<file path="src/rtl/wcs_pkg.sv">
// Shared types and width helpers for the weight chain sequencer.
package wcs_pkg;

  // Sequencer control states.
  typedef enum logic [1:0] {
    ST_INIT   = 2'd0,
    ST_IDLE   = 2'd1,
    ST_STREAM = 2'd2
  } wcs_state_e;

  // Width of a counter that must hold every value 0..depth inclusive
  // (FIFO fill level and credit counter).
  function automatic int wcs_cnt_w(input int depth);
    return $clog2(depth + 1);
  endfunction

  // Width of an index that addresses 0..count-1, never narrower than 1 bit
  // (FIFO pointers and the beat counter).
  function automatic int wcs_idx_w(input int count);
    return (count > 1) ? $clog2(count) : 1;
  endfunction

endpackage

</file>
<file path="src/rtl/wcs_result_fifo.sv">
// First-word-fall-through result FIFO. The head entry is always visible on
// o_data while o_empty is low. A push into a full FIFO is accepted only when a
// pop happens on the same edge; otherwise the data is dropped.
module wcs_result_fifo
  import wcs_pkg::*;
#(
  parameter int DATA_WIDTH = 32,
  parameter int FIFO_DEPTH = 8
) (
  input  logic                  i_clk,
  input  logic                  i_rst_n,
  input  logic                  i_push,
  input  logic [DATA_WIDTH-1:0] i_data,
  input  logic                  i_pop,
  output logic [DATA_WIDTH-1:0] o_data,
  output logic                  o_full,
  output logic                  o_empty
);

  localparam int PW = wcs_idx_w(FIFO_DEPTH);
  localparam int CW = wcs_cnt_w(FIFO_DEPTH);
  localparam logic [PW-1:0] LAST_PTR = PW'(FIFO_DEPTH - 1);
  localparam logic [CW-1:0] DEPTH_C  = CW'(FIFO_DEPTH);

  logic [DATA_WIDTH-1:0] r_mem [FIFO_DEPTH];
  logic [PW-1:0]         r_wr_ptr;
  logic [PW-1:0]         r_rd_ptr;
  logic [CW-1:0]         r_count;

  logic w_full;
  logic w_empty;
  logic w_do_pop;
  logic w_do_push;

  assign w_full    = (r_count == DEPTH_C);
  assign w_empty   = (r_count == '0);
  assign w_do_pop  = i_pop & ~w_empty;
  // A full FIFO still accepts a push when the head leaves on the same edge.
  assign w_do_push = i_push & (~w_full | w_do_pop);

  assign o_full  = w_full;
  assign o_empty = w_empty;
  assign o_data  = r_mem[r_rd_ptr];

  // Storage array: written on accepted pushes only, no reset needed.
  always_ff @(posedge i_clk) begin
    if (w_do_push) begin
      r_mem[r_wr_ptr] <= i_data;
    end
  end

  // Pointers and fill level, wrapping at FIFO_DEPTH (not necessarily a power of 2).
  always_ff @(posedge i_clk) begin
    if (!i_rst_n) begin
      r_wr_ptr <= '0;
      r_rd_ptr <= '0;
      r_count  <= '0;
    end else begin
      if (w_do_push) begin
        r_wr_ptr <= (r_wr_ptr == LAST_PTR) ? '0 : r_wr_ptr + PW'(1);
      end
      if (w_do_pop) begin
        r_rd_ptr <= (r_rd_ptr == LAST_PTR) ? '0 : r_rd_ptr + PW'(1);
      end
      case ({w_do_push, w_do_pop})
        2'b10:   r_count <= r_count + CW'(1);
        2'b01:   r_count <= r_count - CW'(1);
        default: r_count <= r_count;
      endcase
    end
  end

endmodule

</file>
<file path="src/rtl/weight_chain_sequencer.sv">
// Feeds input vectors beat by beat into a chain of weight computation cells
// and collects the chain's results into a FIFO. Admission of a new vector is
// gated by credits so that every admitted vector is guaranteed FIFO space for
// its NUM_CELLS results; FIFO_DEPTH must be at least NUM_CELLS.
//
// Handshakes (in_* and res_*): a transfer happens on a rising clk edge where
// valid and ready are both 1. The sender holds valid and data stable until the
// transfer. Ready never depends on valid on the same interface, so there is no
// combinational loop with the neighbour.
module weight_chain_sequencer
  import wcs_pkg::*;
#(
  parameter int DATA_WIDTH    = 32,
  parameter int WEIGHT_AMOUNT = 4,
  parameter int NUM_CELLS     = 4,
  parameter int FIFO_DEPTH    = 8
) (
  input  logic                               clk,
  input  logic                               reset_n,
  input  logic [DATA_WIDTH-1:0]              in_value,
  input  logic                               in_valid,
  output logic                               in_ready,
  output logic [DATA_WIDTH-1:0]              chain_index,
  output logic [DATA_WIDTH-1:0]              chain_value,
  output logic                               chain_enable,
  output logic [DATA_WIDTH:0]                chain_result_seed,
  input  logic [DATA_WIDTH:0]                chain_result,
  output logic [DATA_WIDTH-1:0]              res_data,
  output logic                               res_valid,
  input  logic                               res_ready,
  output logic                               busy,
  output logic                               overflow,
  output logic [wcs_cnt_w(FIFO_DEPTH)-1:0]   credits,
  output wcs_state_e                         dbg_state
);

  localparam int CW = wcs_cnt_w(FIFO_DEPTH);
  localparam int IW = wcs_idx_w(WEIGHT_AMOUNT);
  localparam logic [IW-1:0] IDX_LAST  = IW'(WEIGHT_AMOUNT - 1);
  localparam logic [CW-1:0] CRED_FULL = CW'(FIFO_DEPTH);
  localparam logic [CW-1:0] CRED_VEC  = CW'(NUM_CELLS);

  wcs_state_e            r_state;
  wcs_state_e            w_state_next;
  logic [IW-1:0]         r_idx;
  logic [CW-1:0]         r_credits;
  logic [DATA_WIDTH-1:0] r_chain_index;
  logic [DATA_WIDTH-1:0] r_chain_value;
  logic                  r_chain_enable;
  logic                  r_overflow;

  logic                  w_in_ready;
  logic                  w_credit_ok;
  logic                  w_beat;
  logic                  w_admit;
  logic                  w_pop;
  logic                  w_push;
  logic                  w_fifo_full;
  logic                  w_fifo_empty;
  logic [DATA_WIDTH-1:0] w_fifo_data;

  assign w_credit_ok = (r_credits >= CRED_VEC);
  assign w_beat      = in_valid & w_in_ready;
  // The first beat of a vector is the one that reserves FIFO space.
  assign w_admit     = w_beat & (r_idx == '0);
  assign w_push      = chain_result[DATA_WIDTH];
  assign w_pop       = res_valid & res_ready;

  // Next-state and in_ready decode. Mid-vector beats are never credit gated,
  // so an admitted vector streams without stalls from this block.
  always_comb begin
    w_state_next = r_state;
    w_in_ready   = 1'b0;
    case (r_state)
      ST_INIT: begin
        w_state_next = ST_IDLE;
      end
      ST_IDLE: begin
        w_in_ready = w_credit_ok;
        if (in_valid && w_credit_ok) begin
          w_state_next = ST_STREAM;
        end
      end
      ST_STREAM: begin
        w_in_ready = (r_idx != '0) ? 1'b1 : w_credit_ok;
        // idx is 0 in STREAM only on the cycle right after a vector's last
        // beat; without a new first beat there, fall back to IDLE.
        if ((r_idx == '0) && !(in_valid && w_credit_ok)) begin
          w_state_next = ST_IDLE;
        end
      end
      default: begin
        w_state_next = ST_INIT;
      end
    endcase
  end

  // FSM state register.
  always_ff @(posedge clk) begin
    if (!reset_n) begin
      r_state <= ST_INIT;
    end else begin
      r_state <= w_state_next;
    end
  end

  // Beat counter: advances per transferred beat, wraps after the last one,
  // holds across bubbles.
  always_ff @(posedge clk) begin
    if (!reset_n) begin
      r_idx <= '0;
    end else if (w_beat) begin
      r_idx <= (r_idx == IDX_LAST) ? '0 : r_idx + IW'(1);
    end
  end

  // Credit counter: a vector's worth is reserved at admission, one credit
  // returns per popped result.
  always_ff @(posedge clk) begin
    if (!reset_n) begin
      r_credits <= CRED_FULL;
    end else begin
      r_credits <= r_credits - (w_admit ? CRED_VEC : '0) + (w_pop ? CW'(1) : '0);
    end
  end

  // Chain drive: one registered stage per beat, all-zero on idle cycles.
  always_ff @(posedge clk) begin
    if (!reset_n) begin
      r_chain_enable <= 1'b0;
      r_chain_index  <= '0;
      r_chain_value  <= '0;
    end else begin
      r_chain_enable <= w_beat;
      r_chain_index  <= w_beat ? DATA_WIDTH'(r_idx) : '0;
      r_chain_value  <= w_beat ? in_value : '0;
    end
  end

  // Sticky flag for a result lost to a full FIFO.
  always_ff @(posedge clk) begin
    if (!reset_n) begin
      r_overflow <= 1'b0;
    end else if (w_push && w_fifo_full && !w_pop) begin
      r_overflow <= 1'b1;
    end
  end

  wcs_result_fifo #(
    .DATA_WIDTH (DATA_WIDTH),
    .FIFO_DEPTH (FIFO_DEPTH)
  ) u_result_fifo (
    .i_clk   (clk),
    .i_rst_n (reset_n),
    .i_push  (w_push),
    .i_data  (chain_result[DATA_WIDTH-1:0]),
    .i_pop   (w_pop),
    .o_data  (w_fifo_data),
    .o_full  (w_fifo_full),
    .o_empty (w_fifo_empty)
  );

  assign in_ready          = w_in_ready;
  assign chain_index       = r_chain_index;
  assign chain_value       = r_chain_value;
  assign chain_enable      = r_chain_enable;
  assign chain_result_seed = '0;
  assign res_data          = w_fifo_data;
  assign res_valid         = ~w_fifo_empty;
  assign busy              = (r_state != ST_IDLE) || (r_credits < CRED_FULL);
  assign overflow          = r_overflow;
  assign credits           = r_credits;
  assign dbg_state         = r_state;

endmodule
</file>
<file path="config.mk">
export PLATFORM = sky130hd
export DESIGN_NAME = weight_chain_sequencer
export DESIGN_NICKNAME = d
export VERILOG_FILES = /design/src/rtl/wcs_pkg.sv /design/src/rtl/wcs_result_fifo.sv /design/src/rtl/weight_chain_sequencer.sv
export SDC_FILE = /design/constraint.sdc
export NUM_CORES = 1
export LEC_CHECK = 0
export CAP_MARGIN = 0
export CORE_MARGIN = 2
export CORE_UTILIZATION = 45
export DETAILED_ROUTE_END_ITERATION = 12
export GPL_TIMING_DRIVEN = 0
export HOLD_SLACK_MARGIN = 0.1
export PLACE_DENSITY = 0.69
export SETUP_SLACK_MARGIN = 0.4
export SYNTH_ARGS = -nofsm -noshare
export SYNTH_HDL_FRONTEND = slang
export SYNTH_SLANG_ARGS = --single-unit
</file>
<file path="constraint.sdc">
create_clock -name clk -period 8.75 [get_ports clk]
set_input_delay 1.75 -clock clk [delete_from_list [all_inputs] [get_ports clk]]
set_output_delay 1.75 -clock clk [all_outputs]
set_load 0.05 [all_outputs]
</file>
== Word level (Yosys, flattened, before mapping) ==
Memory sizes are Yosys's and may differ from the RTL's. A register that Yosys moved wholly into a read port is not among the register bits.
Cells that the tools add are included.
Cells by class
  magnitude comparators: 2
  bitwise operators: 8
  muxes and demuxes: 15
  equal/unequal tests: 11
  add/subtract/negate cells: 7
  reduce and logical (&&, ||, !) cells: 14
Operators with widths (number)
  3-bit 2-to-1 mux: 5
  4-bit case mux with 2 select lines: 1
  3-bit by 1-bit adder with 3-bit output, second input constant: 2
  2-bit equality test, second input constant: 3
  3-bit equality test, second input constant: 2
  2-bit 2-to-1 mux: 3
  2-bit case mux with 3 select lines: 1
  1-bit bitwise AND: 5
  4-bit by 1-bit adder with 4-bit output: 1
  4-bit by 1-bit adder with 4-bit output, second input constant: 1
  2-bit by 1-bit equality test with 1-bit output, second input constant: 2
  4-bit equality test, second input constant: 1
  4-bit by 3-bit greater-or-equal comparator with 1-bit output, second input constant: 1
  1-bit logical AND: 4
  2-bit logical NOT: 2
  4-bit logical NOT: 1
  4-bit less-than comparator, second input constant: 1
  1-bit 2-to-1 mux: 4
  2-bit != test, second input constant: 2
  2-bit AND reduction: 2
  2-bit nonzero test: 2
  4-bit by 1-bit subtractor with 4-bit output, second input constant: 1
  4-bit by 3-bit subtractor with 4-bit output: 1
  2-bit by 1-bit adder with 2-bit output, second input constant: 1
  6 further kinds: 8
Word-level totals
  word-level logic and storage cells: 69
  memory bits (writable): 256
  memories: 1
  register bits: 84
Memories
  u_result_fifo.r_mem: words 8, bits a word 32, rd ports 1, clocked after memory_dff 1, write ports 1, line wcs_result_fifo.sv:25  | logic [DATA_WIDTH-1:0] r_mem [FIFO_DEPTH];

== Longest topological paths before layout ==
  depth in word-level cells: 8
  depth in mapped cells: 11
  mapped depth without buffers: 11

== Cells and area by module ==
From an unflattened synthesis, not the netlist that was laid out.
Second synthesis, totals
  cells, all modules: 660
  area, all modules: 12429.4 µm²
Modules (own cells, without submodules)
  wcs_result_fifo: area an instance 10313.6 µm², cells an instance 450, instances 1
  weight_chain_sequencer: area an instance 2115.8 µm², cells an instance 210, instances 1

== Worst setup path after synthesis ==
OpenSTA, ideal clock, no wires.
  path type: input to register
  start point: input port res_ready
  end point: memory u_result_fifo.r_mem[0][0] (enable)
  stages on the path: 3
  required time: 8249 ps
  path buffers: 0
  path slack: 3146 ps
  arrival: 5102 ps
  cells stage by stage: nand2b_1 o21ai_4 nor4_1
On the way
  cells in the longest elaborated chain, start to end: 6
Ends and longest elaborated chain
  start: declaration: line weight_chain_sequencer.sv:30  | input logic res_ready,
  1-bit bitwise AND: line weight_chain_sequencer.sv:67  | assign w_pop = res_valid & res_ready;
  1-bit bitwise AND: line wcs_result_fifo.sv:37  | assign w_do_pop = i_pop & ~w_empty;
  1-bit OR: line wcs_result_fifo.sv:39  | assign w_do_push = i_push & (~w_full | w_do_pop);
  1-bit bitwise AND: line wcs_result_fifo.sv:39
  1-bit 2-to-1 mux: line wcs_result_fifo.sv:47  | if (w_do_push) begin
  1-bit 2-to-1 mux (not written as such): line wcs_result_fifo.sv:48  | r_mem[r_wr_ptr] <= i_data;
  end: declaration: line wcs_result_fifo.sv:25
No other way between the ends.

==> results.md <==
* Drt drc at 0
* Max stage delay on crit path at 0.76 ns
* Final worst slack at ~4.0 ns
* Post-synth EDFFs at about 260
* Status: completed
* Max IR drop VDD at between 0.15 and 0.2 mV
* Drt total wl at 24270 um
* Clock Latency Late Sink at approximately 0.57 ns
* CTS clock-pin slew for the worst setup and hold paths at approximately 0.060 ns
* Cell row count at 60
* Mapped Avg Cell Area at roughly 19 um2
* HPWL Detailed at around 16000 um
* Die area at between 20000 and 30000 um2
* Worst rel slew slack at 35.01%
* Post-synthesis sequential area ratio at between 70% and 80%
* Drt first-iter violations at around 430
* Crit path max fanout at 10
* Worst Tran Pin Value at ~0.97 ns
* Final hold vios at 0
* Port bufs at around 150
* Clk_skew at 0.02467 ns
* DP Worst Slack at ~4.4 ns
* Post-synthesis cell type count at 43
* Top_reg_cell synth: edfxtp_1
* Arr. time, crit path at 3.05 ns
* CP bufs+invs at 3
* Routed wire per std cell at ~19 um
* Post-DRT Antenna Nets at 0
* I/O pin cnt at 209
* Max-slew violation count at 0
* Clock buffer depth at 3
* CTS tree: yes
* Critical Path Start Type: flop
* Pin count of the biggest net entering global routing at 24
* Drt via density at 4.954
* Critical Path RT at ~7.0 ns
* Postcts setup bufs at 0
* Synth Warn # at 0
* Root buf cell: clkbuf_16
* CP max stage cell: clkdlybuf4s50_1
* Initial antenna violation count at 2
* Gr ovfl total at 0
* Hold_ws at 0.4670 ns
* Share of synthesized registers carrying an async set or reset at 0%
* CTS Buf Count at 31
* Die X at roughly 170 um
* Placed Area at 14880 um2
* First-pass DRT Iterations at 4
* Mapped cell area at between 10000 and 15000 um2
* Fin crit period at 4.799 ns
* Pwr per Cell Area at ~260 nW/um2
* RePlAce Congestion at 0.7211
* Final Power at a little over 4 mW
* Share of layout cells above drive strength 1 at between 20% and 30%
* Die H at 170.3 um
* FMAX at roughly 0.21 GHz
* Cell-by-cell trace of the critical path: clkbuf_1 > buf_2 > mux4_1 > mux2_2 > clkdlybuf4s50_1
* Leak at 5.678 nW
* Worst hold path type: flop to flop
* Final core occ at 58.72%
* Crit-path leading delay family: buffers and inverters
* Synth-to-Final Area Change at 27.53%
* Core Region at between 20000 and 30000 um2
* Cells after Synth at 647
* Initial Util at between 40% and 50%
* Synth Register Bits at about 310
* Hold_buf cts at 0
* Setup Viol. Count Final at 0
* First-pass GRT wire length at 36760 um
* Overall via count from detail_route at around 6300
* Final instance area at ~16000 um2
* Post-cts resize count at 0
* GRT Overall Usage at ~17%
* Max_cap viols at 0
* Htree depth at 1
* RSZ-0062 raised after global routing: false
* CP endpoint kind: output port
* Ant diodes at 0
* Vias in the first global route at roughly 6500
* WS Path Type: flop to output port
* Crit share post-route at 54.85%
* Nets at about 1000
* Sinks on the clock net at 313
-- state kept, by name, indices dropped and copies added (netlist names), 3 cells and up, named ones only --
register and flops:
u_result_fifo.r_mem 256, chain_value 32, credits 4, u_result_fifo.r_count 4, u_result_fifo.r_rd_ptr 3, u_result_fifo.r_wr_ptr 3
-- where the power goes --
part           total [mW]  leakage [nW]  internal, mW  switching, mW
combinational        1.13          2.41         0.481          0.648
sequential           1.71          2.79          1.68         0.0335
clock                1.28         0.479         0.750          0.535
total                4.12          5.68          2.91           1.22
-- cell usage after synthesis, types with 7 or more instances --
cell type | instances | area share (%)
a21boi_0 | 7 | 0.42
and2_1 | 38 | 1.9
buf_2 | 8 | 0.32
buf_4 | 63 | 3.8
buf_6 | 8 | 0.72
dfxtp_1 | 57 | 9.2
edfxtp_1 | 256 | 62
ha_1 | 19 | 1.9
inv_1 | 9 | 0.27
mux2_2 | 32 | 2.9
mux4_1 | 33 | 7.0
mux4_2 | 31 | 5.6
nand2_1 | 16 | 0.48
-- cells in the final DEF, fill, tap and decap left out, types with 2 or more instances in the layout --
cell type / instances
nor2_4: 3
mux2_2: 32
inv_1: 9
a21boi_0: 7
o22ai_1: 2
bufinv_16: 3
buf_8: 2
ha_1: 19
nand2b_1: 6
clkdlybuf4s50_1: 145
mux2i_1: 5
nand2_1: 16
clkinv_1: 4
buf_12: 2
clkinv_2: 5
nor2b_1: 3
clkbuf_1: 16
mux4_2: 31
nor2_1: 3
buf_6: 21
o21ai_0: 4
or3_1: 3
mux4_1: 33
conb_1: 63
nand3_1: 2
xor2_1: 4
dfxtp_1: 57
edfxtp_1: 256
buf_4: 68
nor3_2: 4
clkbuf_16: 31
buf_2: 8
clkbuf_2: 2
o21a_1: 3
xnor2_1: 2
and2_1: 38
-- metal layers --
metal  GRT usage, %  share of wire (%)
met3          5.326                8.5
met1          21.45                 40
met5              0               0.12
met2          28.42                 49
met4          3.642                1.6
-- path summary, 6_finish.rpt --
kind | slack, ns | cells after the start | start | to
max | 3.95 | 5 | flop | res_data[0]
min | 0.47 | 1 | overflow | overflow
max reg2reg | 6.10 | 11 | u_result_fifo.r_count[1] | u_result_fifo.r_count[2]
min reg2reg | 0.47 | 1 | overflow | overflow
-- area by class of cell --
cell class | count | area (um2)
plain buffers | 88 | 639.4
well taps | 341 | 426.7
inverters | 9 | 33.78
clock buffers | 42 | 827.0
multi-input cells | 299 | 3223
fillers | 2003 | 11160
clock inverters | 14 | 157.7
flip-flops and latches | 313 | 8828
repair buffers | 168 | 1733
-- stage by stage --
step                      std cells  TNS, ns
after global placement         1195   -30.82
after detailed placement       1218        0
final                          1274        0
after floorplan                 709        0
after global routing           1274        0
after CTS                      1274        0
-- worst reg2reg max path, delay by kind of cell, from the launching register on --
kind                       cells  cell delay, ns
AOI/OAI and AO/OA              2            0.30
and+or+nand+nor                3            1.01
DFF                            1            0.31
adders and majority gates      2            0.44
buffers and inverters          2            0.25
xor gates and xnor gates       2            0.27
-- cells by family after synthesis --
| family | Yosys count | share of synthesized area, % |
|---|---|---|
| compound gates | 23 | 1.408 |
| xor+xnor | 6 | 0.4223 |
| fa+ha+maj | 19 | 1.911 |
| buf+inv | 97 | 5.410 |
| flops | 313 | 70.95 |
| mux | 101 | 15.88 |
| other cells | 1 | 0.03014 |
| simple gates | 87 | 3.992 |
Power figures use the tool's default switching activity.
==> RTL edit (same flow settings) <==
`DATA_WIDTH` is set to 32 in 2 places; all go to 28.
--- a/src/rtl/wcs_result_fifo.sv
+++ b/src/rtl/wcs_result_fifo.sv
@@ -4,7 +4,7 @@
 module wcs_result_fifo
   import wcs_pkg::*;
 #(
-  parameter int DATA_WIDTH = 32,
+  parameter int DATA_WIDTH = 28,
   parameter int FIFO_DEPTH = 8
 ) (
   input  logic                  i_clk,
--- a/src/rtl/weight_chain_sequencer.sv
+++ b/src/rtl/weight_chain_sequencer.sv
@@ -10,7 +10,7 @@
 module weight_chain_sequencer
   import wcs_pkg::*;
 #(
-  parameter int DATA_WIDTH    = 32,
+  parameter int DATA_WIDTH    = 28,
   parameter int WEIGHT_AMOUNT = 4,
   parameter int NUM_CELLS     = 4,
   parameter int FIFO_DEPTH    = 8
Interface: changed (6 resized); port bits go from 209 to 185. The function was not compared with the original's and may differ.
==> RTL edit against the original RTL <==
Synthesized area down 12%; clock power down 9%; total power down 9.7%; first-iteration DRC count down 27%; cell area down 11%; setup slack worse by 66 ps; sequential cell count down 36; routed wire length down 9.3%; combinational power down 9%; highest routed layer is now met4; clock skew down 14 ps; non-clock buffer count down 32; synthesized cell count down 9.9%; die area down 12%; utilization down 0.25 points.
==> RTL edit: results (changes against the original RTL) <==
| Metric | Value |
|---|---|
| Synth cell types | `45 (+4.7%)` |
| Design area | `14,100 um^2 (-11%)` |
| Layout cell share with drive strength beyond 1 | `0.260 (+0.0219)` |
| Post-DP Area | `13,200 um^2 (-12%)` |
| DR top layer | `met4` |
| Met3 GRT Util | `0.0465 (-0.00676)` |
| Final min period | `4870 ps (+66.2 ps)` |
| Via count of the first global-routing pass | `6,009 (-7.1%)` |
| Combinational Power Share | `0.278 (+0.004)` |
| Crit path largest cell delay | `700 ps (-60 ps)` |
| Worst hold slack | `477 ps (+9.89 ps)` |
| Drt first-iter violations | `316 (-27%)` |
| Worst slew pin tran | `975 ps (+5.51 ps)` |
| R2R setup slack | `6050 ps (-50 ps)` |
| Dpl ws | `4340 ps (-14.9 ps)` |
| Clock Latency Late Sink | `550 ps (-20 ps)` |
| P_leak | `0.00500 uW (-12%)` |
| Via-per-instance ratio | `4.88 (-1.5%)` |
| GPL Wtd Cong | `0.779 (+8.0%)` |
| Global-route wire length before repair | `33.6 mm (-8.5%)` |
| Fin nets | `896 (-10%)` |
| Max rail drop VDD | `0.000189 V (-5.3%)` |
| Met2 WL post-DR | `11.8 mm (-1.5%)` |
| Port Buffers | `129 (-11%)` |
| Initial antenna violation count | `0 (-2)` |
| GRT Total Usage | `0.171 (+0.00279)` |
| GR Util met1 | `0.199 (-0.0159)` |
| Largest net degree at the start of global routing | `25 (+4.2%)` |
| Avg Cell Area, Syn | `18.8 um^2 (-2.1%)` |
| WL met1 | `8.31 mm (-15%)` |
| Max FFs per register | `224 (-13%)` |
| Synth area leaders | `edfxtp_1 (61%), mux4_2 (9.8%), dfxtp_1 (9.7%)` |
| Status | `finished, final reports clean` |
| Met3 Wirelength | `1.48 mm (-29%)` |
| DP Cell Count | `1,109 (-8.9%)` |
| Post-synth top cells | `edfxtp_1 (224), buf_4 (55), dfxtp_1 (53), mux4_2 (48), and2_1 (34)` |
| Comb pwr | `1030 uW (-9%)` |
-- RTL edit: cell count changes after synthesis, moves of 5 or more --
cell / delta
buf_4: -8
edfxtp_1: -32
mux4_2: +17
mux4_1: -25
a21boi_1: +6
a21boi_0: -5
-- RTL edit: cells by family (layout without fill, tap and decap cells) --
logic type                 after synthesis  after routing  share of synthesized area
adders and majority gates               19             19                     0.0217
AOI/OAI and AO/OA                       23             23                     0.0156
buffers and inverters                   85            287                     0.0541
muxes                                   89             89                      0.151
and+or+nand+nor                         83             83                     0.0430
DFF                                    277            277                      0.710
xor gates and xnor gates                 6              6                    0.00479
other                                    1             55                   0.000342
-- RTL edit: final cells by class --
cell class	count	area share
Sequential cell	277	0.553
Multi-Input combinational cell	275	0.202
Timing Repair Buffer	148	0.109
Clock buffer	36	0.0534
Buffer	76	0.0398
Tap cell	324	0.0288
Clock inverter	18	0.0121
Inverter	9	0.00240
